<file path="src/rtl/i2c_pkg.sv">
// Shared types and constants for the I2C register slave.
package i2c_pkg;

   localparam int unsigned BitCnt = 8;

   typedef enum logic [3:0] {
      StIdle,
      StAddr,
      StAddrAck,
      StPtr,
      StPtrAck,
      StWr,
      StWrAck,
      StRd,
      StRdAck,
      StWaitStop
   } state_e;

endpackage

</file>
<file path="src/rtl/i2c_line_filter.sv">
// Synchroniser, glitch filter and edge pulses for one I2C line.
// The filtered level only moves after FILT_CYC consecutive differing samples.
module i2c_line_filter #(
   parameter int unsigned SYNC_STAGES = 2,
   parameter int unsigned FILT_CYC    = 3
) (
   input  logic clk,
   input  logic rst_n,
   input  logic line,
   output logic level,
   output logic rise,
   output logic fall
);

   localparam int unsigned CntW = (FILT_CYC > 1) ? $clog2(FILT_CYC) : 1;

   logic [SYNC_STAGES-1:0] sync_q;
   logic [CntW-1:0]        cnt_q;
   logic                   level_q;
   logic                   prev_q;
   logic                   synced;

   assign synced = sync_q[SYNC_STAGES-1];

   always_ff @(posedge clk or negedge rst_n) begin
      if (!rst_n) begin
         sync_q  <= '1;
         cnt_q   <= '0;
         level_q <= 1'b1;
         prev_q  <= 1'b1;
      end else begin
         sync_q <= {sync_q[SYNC_STAGES-2:0], line};
         prev_q <= level_q;
         if (synced == level_q) begin
            cnt_q <= '0;
         end else if (cnt_q == CntW'(FILT_CYC - 1)) begin
            level_q <= synced;
            cnt_q   <= '0;
         end else begin
            cnt_q <= cnt_q + CntW'(1);
         end
      end
   end

   assign level = level_q;
   assign rise  = level_q & ~prev_q;
   assign fall  = ~level_q & prev_q;

endmodule

</file>
<file path="src/rtl/i2c_reg_slave.sv">
// I2C slave with a byte register pointer, burst write/read and wrap-around.
// All logic runs on clk; SCL/SDA are oversampled through line filters.
module i2c_reg_slave
   import i2c_pkg::*;
#(
   parameter int unsigned REG_AW      = 4,
   parameter int unsigned SYNC_STAGES = 2,
   parameter int unsigned FILT_CYC    = 3
) (
   input  logic              clk,
   input  logic              rst_n,
   input  logic [6:0]        dev_addr,
   input  logic              scl_i,
   input  logic              sda_i,
   output logic              sda_oe,
   output logic              busy,
   output logic              reg_we,
   output logic [REG_AW-1:0] reg_waddr,
   output logic [7:0]        reg_wdata,
   output logic              rd_req,
   output logic [REG_AW-1:0] rd_addr,
   input  logic [7:0]        rd_data,
   output logic [REG_AW-1:0] ptr,
   output logic              nack_evt
);

   logic scl_lvl, scl_rise, scl_fall;
   logic sda_lvl, sda_rise, sda_fall;
   logic start, stop;

   i2c_line_filter #(
      .SYNC_STAGES (SYNC_STAGES),
      .FILT_CYC    (FILT_CYC)
   ) u_scl_filt (
      .clk   (clk),
      .rst_n (rst_n),
      .line  (scl_i),
      .level (scl_lvl),
      .rise  (scl_rise),
      .fall  (scl_fall)
   );

   i2c_line_filter #(
      .SYNC_STAGES (SYNC_STAGES),
      .FILT_CYC    (FILT_CYC)
   ) u_sda_filt (
      .clk   (clk),
      .rst_n (rst_n),
      .line  (sda_i),
      .level (sda_lvl),
      .rise  (sda_rise),
      .fall  (sda_fall)
   );

   assign start = sda_fall & scl_lvl;
   assign stop  = sda_rise & scl_lvl;

   state_e            state_q, state_d;
   logic [3:0]        bit_cnt_q, bit_cnt_d;
   logic [7:0]        shift_q, shift_d;
   logic              rw_q, rw_d;
   logic [REG_AW-1:0] ptr_q, ptr_d;
   logic              sda_oe_q, sda_oe_d;
   logic              reg_we_q, reg_we_d;
   logic [REG_AW-1:0] reg_waddr_q, reg_waddr_d;
   logic [7:0]        reg_wdata_q, reg_wdata_d;
   logic              rd_req_q, rd_req_d;
   logic [REG_AW-1:0] rd_addr_q, rd_addr_d;
   logic              nack_q, nack_d;
   logic              rd_pend_q;
   logic [7:0]        rd_buf_q;

   always_ff @(posedge clk or negedge rst_n) begin
      if (!rst_n) begin
         state_q     <= StIdle;
         bit_cnt_q   <= '0;
         shift_q     <= '0;
         rw_q        <= 1'b0;
         ptr_q       <= '0;
         sda_oe_q    <= 1'b0;
         reg_we_q    <= 1'b0;
         reg_waddr_q <= '0;
         reg_wdata_q <= '0;
         rd_req_q    <= 1'b0;
         rd_addr_q   <= '0;
         nack_q      <= 1'b0;
         rd_pend_q   <= 1'b0;
         rd_buf_q    <= '0;
      end else begin
         state_q     <= state_d;
         bit_cnt_q   <= bit_cnt_d;
         shift_q     <= shift_d;
         rw_q        <= rw_d;
         ptr_q       <= ptr_d;
         sda_oe_q    <= sda_oe_d;
         reg_we_q    <= reg_we_d;
         reg_waddr_q <= reg_waddr_d;
         reg_wdata_q <= reg_wdata_d;
         rd_req_q    <= rd_req_d;
         rd_addr_q   <= rd_addr_d;
         nack_q      <= nack_d;
         // rd_data is valid the cycle after rd_req; capture it then.
         rd_pend_q   <= rd_req_q;
         if (rd_pend_q) rd_buf_q <= rd_data;
      end
   end

   always_comb begin
      state_d     = state_q;
      bit_cnt_d   = bit_cnt_q;
      shift_d     = shift_q;
      rw_d        = rw_q;
      ptr_d       = ptr_q;
      sda_oe_d    = sda_oe_q;
      reg_we_d    = 1'b0;
      reg_waddr_d = reg_waddr_q;
      reg_wdata_d = reg_wdata_q;
      rd_req_d    = 1'b0;
      rd_addr_d   = rd_addr_q;
      nack_d      = 1'b0;

      case (state_q)
         StAddr, StPtr, StWr: begin
            if (scl_rise && bit_cnt_q != 4'(BitCnt)) begin
               shift_d   = {shift_q[6:0], sda_lvl};
               bit_cnt_d = bit_cnt_q + 4'd1;
               if (state_q == StWr && bit_cnt_q == 4'(BitCnt - 1)) begin
                  reg_we_d    = 1'b1;
                  reg_waddr_d = ptr_q;
                  reg_wdata_d = {shift_q[6:0], sda_lvl};
                  ptr_d       = ptr_q + REG_AW'(1);
               end
            end
            if (scl_fall && bit_cnt_q == 4'(BitCnt)) begin
               bit_cnt_d = '0;
               case (state_q)
                  StAddr: begin
                     if (shift_q[7:1] == dev_addr) begin
                        state_d  = StAddrAck;
                        rw_d     = shift_q[0];
                        sda_oe_d = 1'b1;
                     end else begin
                        state_d = StWaitStop;
                     end
                  end
                  StPtr: begin
                     ptr_d    = shift_q[REG_AW-1:0];
                     state_d  = StPtrAck;
                     sda_oe_d = 1'b1;
                  end
                  default: begin
                     state_d  = StWrAck;
                     sda_oe_d = 1'b1;
                  end
               endcase
            end
         end
         StAddrAck: begin
            if (scl_rise && rw_q) begin
               rd_req_d  = 1'b1;
               rd_addr_d = ptr_q;
            end
            if (scl_fall) begin
               bit_cnt_d = '0;
               if (rw_q) begin
                  state_d  = StRd;
                  shift_d  = rd_buf_q;
                  sda_oe_d = ~rd_buf_q[7];
               end else begin
                  state_d  = StPtr;
                  sda_oe_d = 1'b0;
               end
            end
         end
         StPtrAck, StWrAck: begin
            if (scl_fall) begin
               state_d   = StWr;
               bit_cnt_d = '0;
               sda_oe_d  = 1'b0;
            end
         end
         StRd: begin
            if (scl_rise && bit_cnt_q != 4'(BitCnt)) bit_cnt_d = bit_cnt_q + 4'd1;
            if (scl_fall && bit_cnt_q == 4'(BitCnt)) begin
               state_d  = StRdAck;
               sda_oe_d = 1'b0;
               ptr_d    = ptr_q + REG_AW'(1);
            end else if (scl_fall) begin
               shift_d  = {shift_q[6:0], 1'b0};
               sda_oe_d = ~shift_q[6];
            end
         end
         StRdAck: begin
            if (scl_rise) begin
               if (!sda_lvl) begin
                  rd_req_d  = 1'b1;
                  rd_addr_d = ptr_q;
               end else begin
                  nack_d  = 1'b1;
                  state_d = StWaitStop;
               end
            end
            if (scl_fall) begin
               state_d   = StRd;
               bit_cnt_d = '0;
               shift_d   = rd_buf_q;
               sda_oe_d  = ~rd_buf_q[7];
            end
         end
         default: ;
      endcase

      // Bus conditions override the byte engine but let a finished write strobe out.
      if (stop) begin
         state_d  = StIdle;
         sda_oe_d = 1'b0;
      end
      if (start) begin
         state_d   = StAddr;
         bit_cnt_d = '0;
         sda_oe_d  = 1'b0;
      end
   end

   assign sda_oe    = sda_oe_q;
   assign busy      = (state_q != StIdle);
   assign reg_we    = reg_we_q;
   assign reg_waddr = reg_waddr_q;
   assign reg_wdata = reg_wdata_q;
   assign rd_req    = rd_req_q;
   assign rd_addr   = rd_addr_q;
   assign ptr       = ptr_q;
   assign nack_evt  = nack_q;

endmodule

</file>
<file path="config.mk">
export PLATFORM = sky130hd
export DESIGN_NAME = i2c_reg_slave
export DESIGN_NICKNAME = d
export VERILOG_FILES = /design/src/rtl/i2c_pkg.sv /design/src/rtl/i2c_line_filter.sv /design/src/rtl/i2c_reg_slave.sv
export SDC_FILE = /design/constraint.sdc
export NUM_CORES = 1
export LEC_CHECK = 0
export BUFFER_PORTS_ARGS = -buffer_cell sky130_fd_sc_hd__buf_2
export CAP_MARGIN = 20
export CORE_ASPECT_RATIO = 0.75
export CORE_MARGIN = 1
export CORE_UTILIZATION = 29
export DETAILED_ROUTE_END_ITERATION = 8
export GPL_ROUTABILITY_DRIVEN = 0
export PLACE_DENSITY = 0.58
export RECOVER_POWER = 100
export SYNTH_ARGS = -nofsm -noshare
export SYNTH_HDL_FRONTEND = slang
export SYNTH_SLANG_ARGS = --single-unit
</file>
<file path="constraint.sdc">
create_clock -name clk -period 2.7 [get_ports clk]
set_clock_uncertainty 0.05 [all_clocks]
set_input_delay 0 -clock clk [delete_from_list [all_inputs] [get_ports clk]]
set_output_delay 0 -clock clk [all_outputs]
set_load 0.01 [all_outputs]
</file>
After elaboration in Yosys (flattened, before gate mapping)
Cells that the tools add are included.

storage, ports and cells
  register bits after elaboration = 62
  latch bits = 0
  memory bits (writable) = 0
  ROM bits = 0
  bits of input ports = 19
  output and inout port bits = 25
  logic and storage cells = 160
  memories = 0

cells by class
  add/sub/neg operators = 4
  multipliers = 0
  div/mod/pow operators = 0
  $lt $le $gt $ge = 0
  equality and inequality tests = 36
  shift-type cells = 0
  mux-type cells = 61
  bitwise gates (word level) = 14
  reductions and logical operators = 23

operator list
  cell                   number
  $mux W4                22
  $mux W8                6
  $pmux W8 S4            1
  $ne A4 B4 Y1 const B   6
  $pmux W4 S2            3
  $reduce_and A7 Y1      3
  $eq A4 B3 Y1 const B   5
  $mux W1                20
  $ne A2 B2 Y1 const B   10
  $pmux W4 S5            1
  $ne A5 B5 Y1 const B   3
  $pmux W4 S3            1
  $reduce_bool A4 Y1     3
  $add A4 B1 Y4 const B  2
  $eq A4 B2 Y1 const B   2
  $eq A4 B4 Y1 const B   2
  $mux W2                4
  $not A1 Y1             8
  $reduce_and A2 Y1      4
  $reduce_and A4 Y1      2
  $eq A7 B7 Y1           1
  $reduce_bool A7 Y1     1
  $and A1 B1 Y1          6
  $ne A5 B4 Y1 const B   1
  other kinds (14)       21

Logic depth before layout (Yosys ltp)
Gate-level depths: netlist of the first run.

  word-level depth = 7
  gate-level depth with buffers = 8

By module
Synthesis of the first run repeated with hierarchy kept, for this count alone.

second synthesis, totals
  cell total of the unflattened synthesis = 306
  area, all modules = 3,173.0 sq um

by module, submodules not included
  module           times used  cells an instance  area an instance (sq um)  seq. area each (sq um)
  i2c_reg_slave    1           280                2,725.1                   1,251.2
  i2c_line_filter  2           13                 224.0                     155.1

Least setup slack after synthesis of the first run
Ideal clock, no wire load.

  path type = flip-flop to flip-flop
  start point = reg u_scl_filt.level_q (netlist: u_scl_filt.level)
  end point = reg shift_q[0]
  library setup time = 0.125 ns
  arrival = 1.889 ns
  path slack = 0.636 ns
  cell stages (with the launch flop) = 9
  clock period less this slack = 2.064 ns
  cell sequence = dfstp_2 -> inv_1 -> ha_1 -> buf_2 -> and3b_1 -> a21oi_1 -> o22ai_2 -> nand3_4 -> mux2_4

on the way
  word-level cells in the longest chain between the ends = 5
  elaborated cells on any way between the ends = 11

RTL lines
  item                                    line                   source
  start: declaration                      i2c_line_filter.sv:19  logic level_q;
  start signal: assignment                i2c_line_filter.sv:37  level_q <= synced;
  $not A1 Y1                              i2c_line_filter.sv:47  assign fall = ~level_q & prev_q;
  $and A1 B1 Y1                           i2c_line_filter.sv:47
  $logic_and A1 B1 Y1                     i2c_reg_slave.sv:184   if (scl_fall && bit_cnt_q == 4'(BitCnt)) begin
  $ne A2 B2 Y1 (no source line)           --
  $reduce_and A7 Y1 (no source line) (*)  --
  end signal: assignment                  i2c_reg_slave.sv:92    shift_q <= shift_d;
  end: declaration                        i2c_reg_slave.sv:60    logic [7:0] shift_q, shift_d;

Mark *: on every way between the ends. The rest lies on a longest branch, timed or not.
A chain may end at the register's enable or synchronous reset.

Worst setup path after layout of the first run
  start point = reg u_scl_filt.level_q (netlist: u_scl_filt.level)
  end point = reg shift_q[1]

Same word-level chain as after synthesis.

==> results.md, run 1 <==
- Endpoints failing setup: 0
- Layout cell share with drive strength beyond 1: 0.2639
- DR vias: 2465
- Yosys cell types: 69
- Worst EP arrival: 2620 ps
- Worst r2r src: u_scl_filt.level$_DFFE_PN1P_
- Clock tree sinks: 62
- Place WS: 315.1 ps
- Largest stage delay on the critical path: 620 ps
- Crit path from: u_scl_filt.level$_DFFE_PN1P_
- PwrDens: 1040 nW/um2
- DP HPWL: 5586 um
- Fin. Hold Viols: 0
- Inserted Diodes: 0
- CTS Root Buffer Type: clkbuf_16
- Die area: 12230 um2
- Post-synthesis compound-gate area fraction: 0.1391
- Async S/R FF share, synth: 1.000
- Top cell type's share of synthesized area: 0.3953
- Post-Synth Simple-Gate Area: 0.1449
- Post-synthesis sequential area ratio: 0.4568
- Starting DRC count in detailed routing: 145
- Worst-path clk slew: 50 ps
- Hold crit path type: in2reg
- Setup tns final: 0 ps
- Post-CTS Hold Buffers: 11
- Initial Util: 0.3055
- Wire per inst: 15.12 um
- Drt pass-1 iters: 4
- Aggregate routed wire length: 7819 um
- Initial antenna violation count: 0
- Post-synthesis xor/xnor area fraction: 0.04063
- Synth Area in Adders: 0.01830
- Max Slew Vio Count: 0
- Mean post-synth cell area: 11.55 um2
- Post-Syn Area: 3418 um2
- Worst slew margin: 0.3059
- Max rail drop VDD: 0.0004521 V
- Gr usage total: 0.1400
- I/O Pins: 44
- Fillers: 1143
- H-tree depth: 3
- CP Data Required Time: 2860 ps
- Post-synthesis mux area share: 0.1563
- Final nets: 379
- P_leak: 1.845 nW
- R2r endpoint: shift_q[1]$_DFFE_PN0P_
- MaxCap Viol Count: 0
- Worst Setup EP: shift_q[1]$_DFFE_PN0P_
- Outcome: finished, final reports clean
- Synth top cells by count: dfrtp_1 (54), mux2_2 (23), nand2_1 (16), nor2_1 (15), a21oi_1 (14)
- Fin worst setup slack: 234.6 ps
- R2R Setup Slk: 230 ps
- Post-DR vias/cell: 4.768
- Final Util: 0.3678
- Critical path endpoint category: flop
- Final hold slack: 260.5 ps
- Fin crit period: 2465 ps
- CTS tree: done
- DR DRC count: 0
- Resize count post-CTS: 0
- GR Overflow Total: 0
- Tcrit/Tclk final: 0.9131
- Core Area: 11190 um2
- Fmax: 405.6 MHz
- EDFF count, synth: 0
- Most frequent cell after synthesis: dfrtp_1
- Vias in the first global route: 2384
- Worst Max-Slew Pin Slew: 1041 ps
- Clock Path Buffers: 2
- Post-synth top flop: dfrtp_1
- Worst skew pair latency: 330 ps
- Post-CTS setup buffers: 0
- #FFs+latches synth: 62
- Synth area leader: dfrtp_1
- Syn nets: 320
- Die W: 127.4 um
- Critical path launch point type: flop
- Layout area overhead: 20.39%
- Crit-path slowest cell: dfstp_1
- Synthesis Warnings: 0
- Crit-path cells: inv_1 -> ha_1 -> and4b_1 -> nand2_1 -> nand3_2 -> mux2_4
- Std-Cell Rows: 33
- Synth area leaders: dfrtp_1 (40%), mux2_2 (7.6%), dfstp_2 (6.1%)
- Main combinational cell family by area after synthesis: multiplexers
- Critical-path maximum fanout: 13
- Crit path kind: reg2reg
- Die Y: 96.03 um
- Pwr Total: 4.279 mW
- Largest net degree at the start of global routing: 47
- RSZ-0062 raised after global routing: no
- Cells after Synth: 296
- # port buffers: 43
- First-pass GRT wire length: 12940 um
- Path depth of the worst reg2reg path: 6
- ANT nets after route: 0
- CTS Buf Count: 9
layout make-up:
| type | count | area (um2) | share of cell area |
|---|---|---|---|
| Timing Repair Buffer | 61 | 350.3 | 0.08513 |
| Tap cell | 157 | 196.4 | 0.04773 |
| Multi-Input combinational cell | 211 | 1683 | 0.4089 |
| Sequential cell | 62 | 1562 | 0.3794 |
| Inverter | 10 | 37.54 | 0.009121 |
| Clock buffer | 11 | 252.7 | 0.06142 |
| Clock inverter | 5 | 33.78 | 0.008209 |
registers in the layout, indices dropped and copies added (netlist names), 2 cells and up:
| register | cells |
|---|---|
| u_sda_filt.cnt_q | 2 |
| shift_q | 8 |
| reg_wdata | 8 |
| u_scl_filt.sync_q | 2 |
| rd_buf_q | 8 |
| reg_waddr | 4 |
| u_sda_filt.sync_q | 2 |
| u_scl_filt.cnt_q | 2 |
| bit_cnt_q | 4 |
| state_q | 4 |
| rd_addr | 4 |
| ptr | 4 |
worst min-delay path by stage:
stage	startpoint	to	cells past startpoint
6_report	dev_addr[6]	state_q[0]$_DFFE_PN0P_	6
5_1_grt	sda_i	u_sda_filt.sync_q[0]$_DFF_PN1_	2
4_1_cts	dev_addr[6]	state_q[0]$_DFFE_PN0P_	6
3_5_place_dp	sda_i	u_sda_filt.sync_q[0]$_DFF_PN1_	1
3_3_place_gp	sda_i	u_sda_filt.sync_q[0]$_DFF_PN1_	1
2_1_floorplan	rst_n	bit_cnt_q[0]$_DFFE_PN0P_	0
worst max-delay path: cells and delay by family (launching register included):
kind	cells	cell delay, ps
multiplexers	1	390
buffers and inverters	1	110
flip-flops	1	620
AND/OR/NAND/NOR	3	800
adder cells (fa/ha/maj)	1	380
cells by family after synthesis:
| group | count (synthesis) |
|---|---|
| simple gates | 83 |
| compound gates | 63 |
| flops | 62 |
| mux | 45 |
| buf+inv | 23 |
| xor+xnor | 15 |
| fa+ha+maj | 5 |
cells in the final DEF (no fill, tap or decap), types with 7 or more instances in the layout:
| cell | synthesis | final |
|---|---|---|
| a21oi_1 | 14 | 15 |
| dlygate4sd3_1 | 0 | 11 |
| o21ai_0 | 6 | 7 |
| clkbuf_16 | 0 | 9 |
| mux2_2 | 23 | 23 |
| nor3_1 | 10 | 11 |
| inv_1 | 10 | 10 |
| mux2_1 | 12 | 12 |
| mux2_4 | 8 | 8 |
| nand2_1 | 16 | 17 |
| buf_2 | 3 | 16 |
| nand3_1 | 9 | 9 |
| xnor2_1 | 12 | 12 |
| nor2_1 | 15 | 15 |
| dfrtp_1 | 54 | 54 |
| clkbuf_1 | 1 | 28 |
per-layer routing:
metal | up-vias | GRT usage | wire (um)
met1 | 1205 | 0.2049 | 4092
met2 | 55 | 0.1995 | 3284
met3 | 6 | 0.04058 | 378
met4 | 0 | 0.03571 | 64
met5 | - | 0 | 0
li1 | 1199 | - | -
per-stage QoR:
stage	cell area [um2]	instances
floorplan	3418	296
global placement	3762	489
detailed placement	3762	489
CTS	4159	516
global route	4115	517
finish	4115	517
where the power goes:
part,switching [mW],internal [mW],leakage [nW]
Sequential,0.349,1.17,0.816
Clock,0.411,0.668,0.138
Combinational,0.857,0.826,0.892
(Power assumes the default switching activity.)
==> run 2, diff against run 1 <==
==> constraint.sdc (replaced) <==
create_clock -name clk -period 2.45 [get_ports clk]
set_clock_uncertainty 0.05 [all_clocks]
set_input_delay 0 -clock clk [delete_from_list [all_inputs] [get_ports clk]]
set_output_delay 0 -clock clk [all_outputs]
set_load 0.005 [all_outputs]
==> results.md, run 2 (same netlist as run 1, synthesis figures left out) <==
- Most frequent cells in the layout: dfrtp_1 (54), buf_2 (31), mux2_2 (23), mux2_1 (19), nand2_1 (17)
- Outcome: finished, violations left
- Initial antenna violation count: 0
- RSZ-0062 raised after global routing: no
- Fmax: 433.4 MHz
- Worst Max-Slew Pin Slew: 1526 ps
- Gr usage total: 0.1472
- Final nets: 386
- CTS Root Buffer Type: clkbuf_16
- Endpoints failing setup: 0
- Worst r2r src: u_scl_filt.level$_DFFE_PN1P_
- Core Area: 11190 um2
- First-pass GRT wire length: 13510 um
- CP Data Required Time: 2620 ps
- Initial Util: 0.3055
- Drt pass-1 iters: 5
- Critical path launch point type: flop
- Layout area overhead: 23.50%
- Clock tree sinks: 62
- Worst EP arrival: 2470 ps
- Starting DRC count in detailed routing: 166
- MaxCap Viol Count: 1
- Std-Cell Rows: 33
- Die Y: 96.03 um
- Tcrit/Tclk final: 0.9418
- Setup tns final: 0 ps
- Crit path from: u_scl_filt.level$_DFFE_PN1P_
- Clock Path Buffers: 2
- Max rail drop VDD: 0.0005884 V
- Critical path endpoint category: flop
- Max Slew Vio Count: 29
- Commonest non-fill, non-tap cell in the layout: dfrtp_1
- CTS tree: done
- PwrDens: 1192 nW/um2
- Inserted Diodes: 0
- Layout cell share with drive strength beyond 1: 0.2970
- H-tree depth: 3
- DP HPWL: 5953 um
- Largest net degree at the start of global routing: 36
- Fillers: 1123
- P_leak: 1.948 nW
- Wire per inst: 15.62 um
- # port buffers: 43
- Place WS: 182.5 ps
- Fin crit period: 2307 ps
- Hold path start: scl_i
- Fin worst setup slack: 142.5 ps
- Aggregate routed wire length: 8183 um
- I/O Pins: 44
- Worst skew pair latency: 330 ps
- Worst Hold Depth: 2
- Failing checks: max-capacitance violations, max-slew violations
- Fin. Hold Viols: 0
- Critical-path maximum fanout: 13
- Path depth of the worst reg2reg path: 7
- Die W: 127.4 um
- GR Overflow Total: 0
- ANT nets after route: 0
- Die area: 12230 um2
- DR DRC count: 0
- Worst slew margin: -0.01742
- Crit path kind: reg2reg
- Post-DR vias/cell: 4.989
- DR vias: 2614
- Worst-path clk slew: 50 ps
- Vias in the first global route: 2567
- CTS Buf Count: 9
- Hold crit path type: in2reg
run 2: metrics by stage:
stage / power, mW / util / area, um2 / hold WS [ps] / instances
after floorplan: 3.180 / - / 3418 / -345.6 / 296
after global placement: 3.615 / 0.3438 / 3847 / 5.382 / 497
after detailed placement: 3.664 / 0.3438 / 3847 / 13.93 / 497
after CTS: 5.189 / 0.3847 / 4304 / 190.1 / 524
after global routing: 5.357 / 0.3773 / 4222 / 244.6 / 524
final: 5.033 / 0.3773 / 4222 / 255.6 / 524
run 2: timing repair:
item,4_1_cts,5_1_grt
resized for setup,0,0
hold buffers,11,0
buffers inserted,0,0
hold endpoints to repair,37,0
run 2: area by class of cell:
type	instances	area, um2	area share
sequential	62	1562	0.3699
timing repair buffer	68	417.9	0.09899
tap	157	196.4	0.04653
clock inverter	7	121.4	0.02875
inverter	10	37.54	0.008892
multi-input combinational	211	1662	0.3936
clock buffer	9	225.2	0.05335
run 2: final timing paths:
path,slack (ps),to
worst max-delay path,140,state_q[0]$_DFFE_PN0P_
worst min-delay path,260,u_scl_filt.sync_q[0]$_DFF_PN1_
worst max register to register,140,state_q[0]$_DFFE_PN0P_
worst min register to register,310,u_sda_filt.sync_q[1]$_DFF_PN1_
max in group asynchronous,480,u_scl_filt.level$_DFFE_PN1P_
min in group asynchronous,520,rd_buf_q[6]$_DFFE_PN0P_
run 2: routing by layer:
metal  track usage  up-vias  part of all wire
met1        0.2079     1285              0.50
met4       0.04861        0            0.0075
met2        0.2099      106              0.43
met5             0        -                 0
met3       0.04836        9             0.064
li1              -     1214                 -
run 2: power breakdown:
group | total, mW | switching (mW) | internal (mW)
Combinational | 1.93 | 1.04 | 0.893
Sequential | 1.64 | 0.346 | 1.29
Clock | 1.47 | 0.469 | 0.997
Total | 5.03 | 1.85 | 3.18
run 2: worst max-delay path: stages (launching register included):
cell      delay, ps
dfstp_2         580
inv_1            90
ha_1            370
nand4b_2        200
o211ai_1        110
a21boi_1        270
a21o_1          170
mux2_1          330
